**config.mk**
```make
export PLATFORM = sky130hd
export DESIGN_NAME = bch_dec_seq_flat
export DESIGN_NICKNAME = d
export VERILOG_FILES = /design/src/rtl/bch_dec_seq_if.sv /design/src/rtl/bch_dec_seq.sv /design/src/flat_wrapper.sv
export SDC_FILE = /design/constraint.sdc
export NUM_CORES = 1
export LEC_CHECK = 0
export ABC_AREA = 1
export CAP_MARGIN = 20
export CELL_PAD_IN_SITES_DETAIL_PLACEMENT = 1
export CELL_PAD_IN_SITES_GLOBAL_PLACEMENT = 2
export CORE_MARGIN = 3
export CORE_UTILIZATION = 36
export DETAILED_ROUTE_END_ITERATION = 8
export GPL_TIMING_DRIVEN = 0
export PLACE_DENSITY = 0.84
export SYNTH_ARGS = -nofsm -noshare
export SYNTH_HDL_FRONTEND = slang
export SYNTH_SLANG_ARGS = --single-unit
```
**constraint.sdc**
```tcl
create_clock -name clk -period 4.7 [get_ports clk]
set_clock_uncertainty 0.1 [all_clocks]
set_input_delay 1.175 -clock clk [delete_from_list [all_inputs] [get_ports clk]]
set_output_delay 1.175 -clock clk [all_outputs]
set_load 0.02 [all_outputs]
```
**src/rtl/bch_dec_seq_if.sv**
```systemverilog
// Handshake bundle for bch_dec_seq: received word in, corrected word out.
// The master side drives words and accepts results; the slave side is the decoder.
interface bch_dec_seq_if;
    logic        in_valid;
    logic        in_ready;
    logic [14:0] received;
    logic        out_valid;
    logic        out_ready;
    logic [14:0] codeword;
    logic [1:0]  err_cnt;
    logic        uncorrectable;

    modport master (
        output in_valid, received, out_ready,
        input  in_ready, out_valid, codeword, err_cnt, uncorrectable
    );

    modport slave (
        input  in_valid, received, out_ready,
        output in_ready, out_valid, codeword, err_cnt, uncorrectable
    );
endinterface

```
**src/rtl/bch_dec_seq.sv**
```systemverilog
// Serial BCH(15,7) t=2 decoder over GF(2^4), x^4+x+1: syndromes, scaled locator, one-position-per-cycle Chien search.
// Optional macro BCH_DEC_EARLY_EXIT_EN: zero-syndrome words skip the Chien search.
module bch_dec_seq (
    input  logic         clk,
    input  logic         rst,
    bch_dec_seq_if.slave bus
);
    typedef enum logic [2:0] {
        ST_IDLE  = 3'd0,
        ST_SYND  = 3'd1,
        ST_KEY   = 3'd2,
        ST_CHIEN = 3'd3,
        ST_OUT   = 3'd4
    } state_t;

    state_t      r_state, w_state_nxt;
    logic [14:0] r_rbuf, r_mask, r_codeword;
    logic [3:0]  r_s1, r_s3, r_l0, r_l1, r_l2, r_pos;
    logic [1:0]  r_deg, r_roots, r_err_cnt;
    logic        r_bad, r_in_ready, r_out_valid, r_unc;

    logic [7:0]  w_synd;
    logic [3:0]  w_s1_sq, w_s1_cu, w_l2_key, w_z;
    logic [1:0]  w_deg_key, w_roots_nxt, w_cnt_ld;
    logic [14:0] w_mask_nxt, w_cw_ld;
    logic        w_zero_syn, w_hit, w_unc, w_unc_ld, w_load;

    function automatic logic [3:0] gf_alpha(input logic [3:0] e);
        case (e)
            4'd0:    gf_alpha = 4'h1;
            4'd1:    gf_alpha = 4'h2;
            4'd2:    gf_alpha = 4'h4;
            4'd3:    gf_alpha = 4'h8;
            4'd4:    gf_alpha = 4'h3;
            4'd5:    gf_alpha = 4'h6;
            4'd6:    gf_alpha = 4'hC;
            4'd7:    gf_alpha = 4'hB;
            4'd8:    gf_alpha = 4'h5;
            4'd9:    gf_alpha = 4'hA;
            4'd10:   gf_alpha = 4'h7;
            4'd11:   gf_alpha = 4'hE;
            4'd12:   gf_alpha = 4'hF;
            4'd13:   gf_alpha = 4'hD;
            4'd14:   gf_alpha = 4'h9;
            default: gf_alpha = 4'h1;
        endcase
    endfunction

    function automatic logic [3:0] gf_mul(input logic [3:0] a, input logic [3:0] b);
        logic [3:0] p, x;
        p = 4'd0;
        x = a;
        for (int i = 0; i < 4; i++) begin
            p = p ^ (b[i] ? x : 4'd0);
            x = {x[2:0], 1'b0} ^ (x[3] ? 4'b0011 : 4'b0000);
        end
        return p;
    endfunction

    // Returns {S3, S1}; e3 tracks 3*i mod 15 without a divider.
    function automatic logic [7:0] calc_synd(input logic [14:0] r);
        logic [3:0] s1, s3, e1, e3;
        s1 = 4'd0;
        s3 = 4'd0;
        e1 = 4'd0;
        e3 = 4'd0;
        for (int i = 0; i < 15; i++) begin
            s1 = s1 ^ (r[i] ? gf_alpha(e1) : 4'd0);
            s3 = s3 ^ (r[i] ? gf_alpha(e3) : 4'd0);
            e1 = e1 + 4'd1;
            e3 = (e3 >= 4'd12) ? (e3 - 4'd12) : (e3 + 4'd3);
        end
        return {s3, s1};
    endfunction

    // Key-equation, Chien-step and result-loading combinational terms.
    always_comb begin
        w_synd      = calc_synd(r_rbuf);
        w_s1_sq     = gf_mul(r_s1, r_s1);
        w_s1_cu     = gf_mul(w_s1_sq, r_s1);
        w_l2_key    = r_s3 ^ w_s1_cu;
        w_zero_syn  = (r_s1 == 4'd0) && (r_s3 == 4'd0);
        w_deg_key   = 2'd0;
        if (r_s1 == 4'd0) begin
            w_deg_key = 2'd0;
        end else if (w_l2_key == 4'd0) begin
            w_deg_key = 2'd1;
        end else begin
            w_deg_key = 2'd2;
        end
        w_z         = r_l0 ^ r_l1 ^ r_l2;
        w_hit       = (w_z == 4'd0) && (r_deg != 2'd0);
        w_mask_nxt  = r_mask | (w_hit ? (15'd1 << r_pos) : 15'd0);
        w_roots_nxt = r_roots + {1'b0, w_hit};
        w_unc       = r_bad | (w_roots_nxt != r_deg);
`ifdef BCH_DEC_EARLY_EXIT_EN
        if (r_state == ST_KEY) begin
            w_cw_ld  = r_rbuf;
            w_cnt_ld = 2'd0;
            w_unc_ld = 1'b0;
        end else begin
            w_cw_ld  = w_unc ? r_rbuf : (r_rbuf ^ w_mask_nxt);
            w_cnt_ld = w_unc ? 2'd0 : r_deg;
            w_unc_ld = w_unc;
        end
`else
        w_cw_ld  = w_unc ? r_rbuf : (r_rbuf ^ w_mask_nxt);
        w_cnt_ld = w_unc ? 2'd0 : r_deg;
        w_unc_ld = w_unc;
`endif
        w_load = (r_state != ST_OUT) && (w_state_nxt == ST_OUT);
    end

    // Next-state decode.
    always_comb begin
        w_state_nxt = r_state;
        case (r_state)
            ST_IDLE: begin
                if (bus.in_valid && r_in_ready) begin
                    w_state_nxt = ST_SYND;
                end else begin
                    w_state_nxt = ST_IDLE;
                end
            end
            ST_SYND: w_state_nxt = ST_KEY;
            ST_KEY: begin
`ifdef BCH_DEC_EARLY_EXIT_EN
                if (w_zero_syn) begin
                    w_state_nxt = ST_OUT;
                end else begin
                    w_state_nxt = ST_CHIEN;
                end
`else
                w_state_nxt = ST_CHIEN;
`endif
            end
            ST_CHIEN: begin
                if (r_pos == 4'd14) begin
                    w_state_nxt = ST_OUT;
                end else begin
                    w_state_nxt = ST_CHIEN;
                end
            end
            ST_OUT: begin
                if (r_out_valid && bus.out_ready) begin
                    w_state_nxt = ST_IDLE;
                end else begin
                    w_state_nxt = ST_OUT;
                end
            end
            default: w_state_nxt = ST_IDLE;
        endcase
    end

    // State register.
    always_ff @(posedge clk) begin
        if (rst) begin
            r_state <= ST_IDLE;
        end else begin
            r_state <= w_state_nxt;
        end
    end

    // Decoding datapath: buffer, syndromes, scaled locator and Chien accumulators.
    always_ff @(posedge clk) begin
        if (rst) begin
            r_rbuf  <= 15'd0;
            r_s1    <= 4'd0;
            r_s3    <= 4'd0;
            r_l0    <= 4'd0;
            r_l1    <= 4'd0;
            r_l2    <= 4'd0;
            r_deg   <= 2'd0;
            r_bad   <= 1'b0;
            r_pos   <= 4'd0;
            r_roots <= 2'd0;
            r_mask  <= 15'd0;
        end else begin
            case (r_state)
                ST_IDLE: begin
                    if (bus.in_valid && r_in_ready) begin
                        r_rbuf <= bus.received;
                    end
                end
                ST_SYND: begin
                    r_s1 <= w_synd[3:0];
                    r_s3 <= w_synd[7:4];
                end
                ST_KEY: begin
                    r_l0    <= r_s1;
                    r_l1    <= w_s1_sq;
                    r_l2    <= w_l2_key;
                    r_deg   <= w_deg_key;
                    r_bad   <= (r_s1 == 4'd0) && (r_s3 != 4'd0);
                    r_pos   <= 4'd0;
                    r_roots <= 2'd0;
                    r_mask  <= 15'd0;
                end
                ST_CHIEN: begin
                    r_mask  <= w_mask_nxt;
                    r_roots <= w_roots_nxt;
                    r_l1    <= gf_mul(r_l1, 4'b1001);
                    r_l2    <= gf_mul(r_l2, 4'b1101);
                    r_pos   <= (r_pos == 4'd14) ? r_pos : (r_pos + 4'd1);
                end
                default: begin
                end
            endcase
        end
    end

    // Handshake flags and result registers; results load only on entry to OUT.
    always_ff @(posedge clk) begin
        if (rst) begin
            r_in_ready  <= 1'b0;
            r_out_valid <= 1'b0;
            r_codeword  <= 15'd0;
            r_err_cnt   <= 2'd0;
            r_unc       <= 1'b0;
        end else begin
            r_in_ready  <= (w_state_nxt == ST_IDLE);
            r_out_valid <= (w_state_nxt == ST_OUT);
            if (w_load) begin
                r_codeword <= w_cw_ld;
                r_err_cnt  <= w_cnt_ld;
                r_unc      <= w_unc_ld;
            end
        end
    end

    assign bus.in_ready      = r_in_ready;
    assign bus.out_valid     = r_out_valid;
    assign bus.codeword      = r_codeword;
    assign bus.err_cnt       = r_err_cnt;
    assign bus.uncorrectable = r_unc;
endmodule

```
**src/flat_wrapper.sv**
```systemverilog
// flat-port wrapper written by rule: the top's interface ports become plain ports
module bch_dec_seq_flat 
  (clk, rst, bus_in_valid, bus_received, bus_out_ready, bus_in_ready, bus_out_valid, bus_codeword, bus_err_cnt, bus_uncorrectable);
  bch_dec_seq_if bus_i ();
  input  logic clk;
  input  logic rst;
  input wire logic [$bits(bus_i.in_valid)-1:0] bus_in_valid;
  input wire logic [$bits(bus_i.received)-1:0] bus_received;
  input wire logic [$bits(bus_i.out_ready)-1:0] bus_out_ready;
  output wire logic [$bits(bus_i.in_ready)-1:0] bus_in_ready;
  output wire logic [$bits(bus_i.out_valid)-1:0] bus_out_valid;
  output wire logic [$bits(bus_i.codeword)-1:0] bus_codeword;
  output wire logic [$bits(bus_i.err_cnt)-1:0] bus_err_cnt;
  output wire logic [$bits(bus_i.uncorrectable)-1:0] bus_uncorrectable;
  assign bus_i.in_valid = bus_in_valid;
  assign bus_i.received = bus_received;
  assign bus_i.out_ready = bus_out_ready;
  assign bus_in_ready = bus_i.in_ready;
  assign bus_out_valid = bus_i.out_valid;
  assign bus_codeword = bus_i.codeword;
  assign bus_err_cnt = bus_i.err_cnt;
  assign bus_uncorrectable = bus_i.uncorrectable;
  bch_dec_seq u_core (.clk(clk), .rst(rst), .bus(bus_i));
endmodule
```
==> results.txt, run 1 <==
core area = 12800 um2
largest net degree at the start of global routing = 13
hold_buf cts = 0
Post-synth ARST share = 0%
number of enable flip-flop cells after synthesis = 0
setup TNS = 0 ns
Die W = 121 um
sequential share of the synthesized area = 34.3%
Reg2Reg Setup Slack = 1.87 ns
GPL Wtd Cong = 0.861
Starting Density = 37.3%
ant diodes = 0
mapped cell area = 4790 um2
PD cells = 409 nW/um2
I/O Pins = 39
setup repair bufs after CTS = 0
Peak Freq = 0.353 GHz
RSZ-0062 raised after global routing = false
drt via density = 5.01
worst skew pair latency = 0.34 ns
initial antenna violation count = 0
status = finished, final reports clean
grt ovf = 0
worst hold endpoint = u_core.r_mask[14]$_SDFFE_PP0P_
total routed wirelength = 14.9 mm
switching portion of total power = 38.3%
H-tree levels = 3
Logic pwr share = 36.5%
Synth top area share = 34.3%
Setup CP Type = reg2reg
PortBufs = 38
row count = 41
final number of setup-violating endpoints = 0
crit end category = flop
first-iteration detailed-routing DRC count = 204
Syn Nets = 716
Worst Hold Launch = u_core.r_mask[14]$_SDFFE_PP0P_
Clock Sink Count = 82
final worst-path cycle share = 60.3%
ranking of synthesized cells by area = dfxtp_1 (34%), nand2_1 (10%), inv_1 (6.7%)
layout cells sized above 1 = 10.0%
first-pass GRT wire length = 24.4 mm
final hold viol count = 0
sequential share of power = 35.3%
post-DP HPWL = 11.6 mm
R2R Path End = u_core.bus.codeword[1]$_SDFFE_PP0P_
drt drc = 0
Critical Path AT = 2.97 ns
Pre-Repair DR Iteration Count = 4
buffer depth of the longest clock path = 2
post-layout util = 44.0%
r2r startpoint = u_core.r_l1[1]$_SDFFE_PP0P_
post-CTS sizing = 0
Synth Flop Type = dfxtp_1
TritonCTS clock tree = done
Clock power frac = 28.2%
headroom to the max-slew limit = 59.8%
Yosys cell types = 43
Layout area overhead = 17.9%
NetSw = 0.000883 W
Hold Crit Depth = 2
antenna viol nets, final = 0
Final Slew Violations = 0
synthesized flop and latch total = 82
total CTS buffers = 9
yosys warns = 0
Min-Delay Path Class = reg2reg
CP Launch Point = u_core.r_l1[1]$_SDFFE_PP0P_
Worst Tran Pin Value = 0.602 ns
nets@finish = 765
maximum vdd drop = 0.000159 V
Synth area leader = dfxtp_1
Critical Path Start Type = flop
vias in the first global route = 4806
worst r2r path cells = 13
Int Pwr = 0.00142 W
Die H = 121 um
clock-pin slew of the registers on the worst-case setup and hold paths = 0.06 ns
syn avg cell area = 6.97 um2
GRT Resource Usage Total = 21.3%
Routed WL per cell = 16.3 um
Lkg Pwr = 2.30 nW
Req. time, crit path = 4.83 ns
maxcap violations = 0
root buffer cell = clkbuf_16
Mapped Cells = 687
die area = 14700 um2
routed vias = 4565
Final min period = 2.83 ns
CP Max Fanout = 10
[stage by stage]
stage,instances,hold slack [ns],instance area [um2],worst slack (ns),total power [W]
after floorplan,687,0.345,4790,2.29,0.00145
after detailed placement,897,0.365,5390,1.72,0.00167
after global routing,911,0.397,5650,1.60,0.00245
after global placement,897,0.354,5390,1.76,0.00165
final,911,0.371,5650,1.87,0.00231
after CTS,911,0.374,5650,1.83,0.00233
[cell usage after synthesis (2+ instances only)]
master	n
nor2_2	2
nand2_2	9
dfxtp_1	82
or2_2	3
nand3_2	11
a21oi_1	60
o211ai_1	3
nor2_4	4
a31oi_1	5
clkbuf_1	12
inv_2	8
xnor2_1	24
a221oi_1	2
buf_6	2
nand4_1	5
nor3_1	14
o21ai_0	50
buf_4	6
o22ai_1	3
buf_2	9
nor4_1	2
ha_1	10
nand2_1	131
xor2_1	24
inv_1	85
nand3_1	49
nor2_1	54
o221ai_1	3
[critical path: stages, from the launching register on]
cell and delay (ns):
dfxtp_1 0.34, inv_1 0.07, nand2_1 0.07, nand2_1 0.07, xor2_1 0.19, nor4_1 0.32
ha_1 0.31, xor2_1 0.14, or2_2 0.30, a21oi_2 0.24, buf_2 0.29, a21oi_1 0.10
nor2_1 0.14, nor2_1 0.05
[layout by cell type, fill, tap and decap left out, drive strengths merged, types with 10 or more instances in the layout]
cell and n:
xor2 24, nor3 16, ha 10, clkdlybuf4s50 38, xnor2 25, inv 94, nor2 60, a21oi 61
nand2 140, dfxtp 82, o21ai 51, nand3 60, clkbuf 24, buf 18
[sequential cells by signal, summed over array words and instances, names as in the netlist, 3 cells and up]
name                 cells
u_core.r_state           3
u_core.r_rbuf           15
u_core.r_s1              4
u_core.r_l0              4
u_core.r_s3              4
u_core.r_l1              4
u_core.r_pos             4
u_core.r_mask           15
u_core.bus.codeword     15
u_core.r_l2              4
[kinds of logic after synthesis]
family,Yosys count,share of synthesized area (%)
compound gates,130,14.6
xor+xnor,49,9.12
fa+ha+maj,10,2.61
buf+inv,125,11.1
flops,82,34.3
simple gates,291,28.3
[how the worst max path moves through the flow]
stage | endpoint | slack (ns) | cells after the start
after floorplan | u_core.bus.codeword[0]$_SDFFE_PP0P_ | 2.29 | 13
after global placement | u_core.r_s3[2]$_SDFFE_PP0P_ | 1.76 | 5
after detailed placement | u_core.bus.codeword[5]$_SDFFE_PP0P_ | 1.72 | 5
after CTS | u_core.bus.codeword[2]$_SDFFE_PP0P_ | 1.83 | 13
after global routing | u_core.bus.codeword[2]$_SDFFE_PP0P_ | 1.60 | 13
final | u_core.bus.codeword[1]$_SDFFE_PP0P_ | 1.87 | 13
[power groups by stage]
stage / clock network [W] / logic (W) / registers [W]
finish: 0.000650 / 0.000842 / 0.000814
global route: 0.000697 / 0.000934 / 0.000824
CTS: 0.000668 / 0.000845 / 0.000815
detailed placement: 0 / 0.000841 / 0.000831
global placement: 0 / 0.000818 / 0.000828
floorplan: 0 / 0.000632 / 0.000814
[routing by layer]
metal | wire, um | GRT usage [%]
met1 | 7030 | 27.4
met2 | 7200 | 36.0
met3 | 331 | 3.12
met4 | 300 | 7.98
met5 | 0 | 0
[area by class of cell]
type | instances | area, um2
fill | 1676 | 7180
sequential | 82 | 1640
clock inverter | 3 | 17.5
timing repair buffer | 38 | 380
tap | 172 | 215
multi-input combinational | 480 | 2620
inverter | 94 | 355
buffer | 31 | 178
clock buffer | 11 | 243
Note: power is estimated with default switching activity, not from simulation.
==> run 2, diff against run 1 <==
CORE_UTILIZATION = 30   (was 36)
PLACE_DENSITY = 0.74   (was 0.84)
clock period = 2.4 ns   (was 4.7 ns; I/O delays follow)
==> run 2 against run 1 <==
- the run now ends with setup timing left
- register-to-register slack worse by 2.1 ns
- combinational power up 110%
- global-route usage down 3.1 points
- cell count up 4.8%
- critical endpoint is now u_core.bus.codeword[2]$_SDFFE_PP0P_
==> results.txt, run 2 (same netlist as run 1, synthesis figures left out) <==
status = finished with violations
failing checks = setup timing
total routed wirelength = 15.5 mm
maximum vdd drop = 0.000384 V
GPL Wtd Cong = 0.824
root buffer cell = clkbuf_16
final cell count without fillers = 955
Critical Path AT = 2.77 ns
post-DP HPWL = 12.1 mm
RSZ-0062 raised after global routing = true
hold_buf cts = 0
first-pass GRT wire length = 25.2 mm
largest net degree at the start of global routing = 14
total CTS buffers = 9
most frequent cells in the layout = nand2_1 (125), inv_1 (82), dfxtp_1 (76)
Final Slew Violations = 0
vias in the first global route = 4755
Die W = 132 um
drt via density = 4.82
Peak Freq = 0.387 GHz
CP Max Fanout = 6
Final min period = 2.58 ns
first-iteration detailed-routing DRC count = 197
buffer depth of the longest clock path = 2
Routed WL per cell = 16.3 um
Die H = 132 um
post-layout util = 38.1%
PD cells = 830 nW/um2
Lkg Pwr = 2.36 nW
Worst Tran Pin Value = 0.716 ns
clock-pin slew of the registers on the worst-case setup and hold paths = 0.06 ns
Layout area overhead = 22.8%
nets@finish = 769
H-tree levels = 3
final number of setup-violating endpoints = 17
Critical Path Start Type = flop
layout cells sized above 1 = 14.0%
antenna viol nets, final = 0
die area = 17500 um2
most common cell after layout, fill and taps aside = nand2_1
total placed cells including tap cells = 936
row count = 45
Clock Sink Count = 82
I/O Pins = 39
crit end category = flop
Setup CP Type = reg2reg
grt ovf = 0
final worst-path cycle share = 108%
PortBufs = 38
Min-Delay Path Class = reg2reg
ant diodes = 0
maxcap violations = 0
Pre-Repair DR Iteration Count = 4
fin worst setup slack = -0.184 ns
Starting Density = 31.0%
Req. time, crit path = 2.59 ns
final hold viol count = 0
routed vias = 4605
drt drc = 0
initial antenna violation count = 0
headroom to the max-slew limit = 52.3%
TritonCTS clock tree = done
GRT Resource Usage Total = 18.2%
core area = 15400 um2
worst skew pair latency = 0.35 ns
==> run 2: cell count changes in the layout (fill, tap and decap cells not counted), moves of 2 or more <==
cell / delta
nand3_1: -5
dfxtp_2: +6
inv_2: +3
buf_6: +2
inv_1: -3
dfxtp_1: -6
bufinv_16: +2
nand2_2: +6
nand3_2: +5
nand2_1: -6
==> run 2: worst max-delay path: stages (launching register included) <==
cell and delay [ns]:
dfxtp_2 0.35, inv_2 0.05, nand2_2 0.05, nand2_2 0.07
xor2_2 0.19, nor4_2 0.25, ha_1 0.29, xor2_1 0.15
or2_4 0.27, a21oi_4 0.21, buf_8 0.17, buf_12 0.12
nand3_1 0.08, nand2_1 0.06, nor2_1 0.04, nor2_1 0.07
==> run 2: final timing paths <==
kind | from | to | slack (ns) | cells after the start
worst max-delay path | u_core.r_l1[1]$_SDFFE_PP0P_ | u_core.bus.codeword[2]$_SDFFE_PP0P_ | -0.18 | 15
worst min-delay path | u_core.r_mask[14]$_SDFFE_PP0P_ | u_core.r_mask[14]$_SDFFE_PP0P_ | 0.38 | 2
worst max register to register | u_core.r_l1[1]$_SDFFE_PP0P_ | u_core.bus.codeword[2]$_SDFFE_PP0P_ | -0.18 | 15
worst min register to register | u_core.r_mask[14]$_SDFFE_PP0P_ | u_core.r_mask[14]$_SDFFE_PP0P_ | 0.38 | 2
==> run 2: cell type report <==
cell class,instances,area [um2]
clock buffers,10,229
well taps,211,264
flip-flops and latches,82,1650
multi-input cells,480,2690
clock inverters,5,80.1
fillers,1963,9540
inverters,94,355
plain buffers,31,195
repair buffers,42,423
==> run 2: timing repair <==
| action | 4_1_cts | 5_1_grt |
|---|---|---|
| pin swaps | 6 | 14 |
| gates resized for setup | 16 | 15 |
| buffers inserted | 2 | 2 |
| endpoints found under the setup margin | 17 | 20 |
| cloned | 0 | 0 |
==> run 2: layer usage <==
layer  track usage [%]  up-vias  share of wire [%]
li1                  -     2315                  -
met1              23.6     2199                 47
met2              30.5       71                 48
met3              3.24       20                3.2
met4              6.24        0                1.9
met5                 0        -                  0
==> run 2: through the flow <==
| step | power, W | hold slack [ns] | setup TNS (ns) | setup WS [ns] | instance area, um2 |
|---|---|---|---|---|---|
| global placement | 0.00326 | 0.354 | -6.12 | -0.402 | 5440 |
| CTS | 0.00491 | 0.380 | -2.88 | -0.202 | 5840 |
| detailed placement | 0.00331 | 0.370 | -6.33 | -0.409 | 5440 |
| finish | 0.00488 | 0.378 | -2.42 | -0.184 | 5880 |
| global route | 0.00521 | 0.404 | -5.16 | -0.348 | 5880 |
| floorplan | 0.00284 | 0.345 | 0 | 0.00109 | 4800 |
==> run 2: power breakdown <==
part / switching (W) / internal [W] / total, W
registers: 0.000125 / 0.00148 / 0.00160
logic: 0.00111 / 0.000689 / 0.00180
clock network: 0.000584 / 0.000904 / 0.00149
==> run 3, diff against run 2 <==
CORE_ASPECT_RATIO = 2   (was unset)
CTS_CLUSTER_SIZE = 30   (was unset)
==> run 3 against run 2 <==
- the flow still finishes with violations (setup timing)
- critical endpoint is now u_core.bus.codeword[14]$_SDFFE_PP0P_
- via count increased by 2.0%
- largest cell class unchanged
- cell count decreased by 0.94%
- combinational power about the same
- die area increased by 0.52%
- highest routed layer unchanged
- fmax increased by 0.32%
- routed wire length increased by 5.7%
- non-clock buffer count increased by 3
- sequential share of layout area about the same
- flip-flop and latch count unchanged
- core utilization increased by 0.054 points
- critical path type unchanged
==> results.txt, run 3 (same netlist as run 1, synthesis figures left out) <==
status = finished with violations
failing checks = setup timing
final cell count without fillers = 946
cell depth of the worst setup path = 14
first-pass GRT wire length = 26.6 mm
layout cells sized above 1 = 14.4%
GRT Resource Usage Total = 20.1%
PortBufs = 38
clock-pin slew of the registers on the worst-case setup and hold paths = 0.06 ns
most frequent cells in the layout = nand2_1 (127), inv_1 (82), dfxtp_1 (71)
Final Slew Violations = 0
Pre-Repair DR Iteration Count = 4
first-iteration detailed-routing DRC count = 152
Critical Path AT = 2.72 ns
post-route cell area = 5900 um2
crit end category = flop
core area = 15500 um2
I/O Pins = 39
Lkg Pwr = 2.37 nW
RSZ-0062 raised after global routing = true
Routed WL per cell = 17.3 um
post-DP HPWL = 13.1 mm
post-layout util = 38.2%
final number of setup-violating endpoints = 17
fin worst setup slack = -0.176 ns
Seq. cell area = 1660 um2
maxcap violations = 0
r2r startpoint = u_core.r_l0[2]$_SDFFE_PP0P_
R2R Path End = u_core.bus.codeword[14]$_SDFFE_PP0P_
Worst Hold Launch = u_core.r_mask[9]$_SDFFE_PP0P_
nets@finish = 772
Starting Density = 31.0%
largest net degree at the start of global routing = 14
crit-path leading delay family = simple AND/OR/NAND/NOR gates
placed cell areas = 5430 um2
CP Launch Point = u_core.r_l0[2]$_SDFFE_PP0P_
Worst Tran Pin Value = 0.628 ns
Reg2Reg Setup Slack = -0.18 ns
hold_buf cts = 0
grt ovf = 0
Req. time, crit path = 2.54 ns
pre-CTS setup slack = -0.478 ns
drt via density = 4.96
GPL Wtd Cong = 0.867
Critical Path Start Type = flop
row count = 64
maximum vdd drop = 0.000390 V
final hold viol count = 0
routed vias = 4696
initial antenna violation count = 0
TritonCTS clock tree = done
worst r2r path cells = 14
CP dominant cell by count = nand2_1
Slowest Stage Delay on Critical Path = 0.34 ns
total placed cells including tap cells = 923
most common cell after layout, fill and taps aside = nand2_1
Clock Sink Count = 82
buffer depth of the longest clock path = 2
vias in the first global route = 5099
Die W = 95.3 um
Critical path buffers and inverters = 2
Min-Delay Path Class = reg2reg
Setup CP Type = reg2reg
Layout area overhead = 23.2%
CP Max Fanout = 5
total routed wirelength = 16.4 mm
cells along the critical path = xor2_1 > nand2_1 > nand3_2 > nor4_4 > ha_1 > xor2_1 > or2_4 > a21oi_4 > buf_6 > nand2_1 > nand2_1 > nand3_1 > nand2_1 > inv_1
multi-input combinational cell area = 2720 um2
final worst-path cycle share = 107%
worst setup path endpoint = u_core.bus.codeword[14]$_SDFFE_PP0P_
PD cells = 820 nW/um2
Peak Freq = 0.388 GHz
antenna viol nets, final = 0
root buffer cell = clkbuf_16
crit path max-delay cell type = dfxtp_2
Final min period = 2.58 ns
layout filler cell count = 1946
drt drc = 0
Die H = 185 um
worst skew pair latency = 0.35 ns
headroom to the max-slew limit = 58.1%
H-tree levels = 3
total CTS buffers = 9
ant diodes = 0
die area = 17600 um2
run 3: changes by cell type in the layout (fill, tap and decap cells not counted), moves of 2 or more:
cell,previous run,this run
buf_4,7,10
dfxtp_1,76,71
dfxtp_2,6,11
nand2_1,125,127
nand2_2,15,13
nand3_1,44,49
nand3_2,16,11
run 3: cell type report:
type                       instances  share of cell area, %
buffer                            31                   3.24
clock buffer                      12                   4.18
clock inverter                     4                  0.869
inverter                          94                   6.02
multi-input combinational        480                   46.2
sequential                        82                   28.0
tap                              198                   4.20
timing repair buffer              45                   7.29
run 3: worst min-delay path by stage:
| stage | slack [ns] | to | cells past startpoint |
|---|---|---|---|
| global placement | 0.35 | u_core.r_mask[13]$_SDFFE_PP0P_ | 2 |
| floorplan | 0.34 | u_core.r_mask[11]$_SDFFE_PP0P_ | 2 |
| global route | 0.40 | u_core.r_mask[4]$_SDFFE_PP0P_ | 2 |
| CTS | 0.38 | u_core.r_mask[13]$_SDFFE_PP0P_ | 2 |
| finish | 0.37 | u_core.r_mask[9]$_SDFFE_PP0P_ | 2 |
| detailed placement | 0.37 | u_core.r_mask[13]$_SDFFE_PP0P_ | 2 |
run 3: where the power goes:
group / switching [W] / total [W] / internal, W
Sequential: 0.000125 / 0.00160 / 0.00148
Clock: 0.000582 / 0.00142 / 0.000836
Combinational: 0.00112 / 0.00182 / 0.000698
run 3: per-stage QoR:
| stage | power (W) | setup TNS, ns | hold WS (ns) |
|---|---|---|---|
| floorplan | 0.00284 | 0 | 0.345 |
| global placement | 0.00327 | -7.46 | 0.354 |
| detailed placement | 0.00333 | -7.53 | 0.366 |
| CTS | 0.00486 | -2.53 | 0.375 |
| global route | 0.00517 | -4.70 | 0.403 |
| finish | 0.00484 | -2.32 | 0.371 |
run 3: metal layers:
layer	vias to the layer above	wire length (um)	global-route usage, %
met2	69	9290	37.8
li1	2319	-	-
met5	-	0	0
met1	2279	5930	20.4
met4	0	798	10.6
met3	29	398	3.06
run 3: timing repair:
item	4_1_cts	5_1_grt
gates cloned	1	0
resized for setup	23	13
endpoints found under the setup margin	19	20
endpoints found under the hold margin	0	0
pin swaps	5	3
buffers inserted	4	2
run 3: tightest hold or removal path: cells and delay by family, from the launching register on:
| kind | cells | cell delay (ns) |
|---|---|---|
| buffers and inverters | 1 | 0.06 |
| AOI/OAI and AO/OA | 1 | 0.06 |
| DFF | 1 | 0.31 |
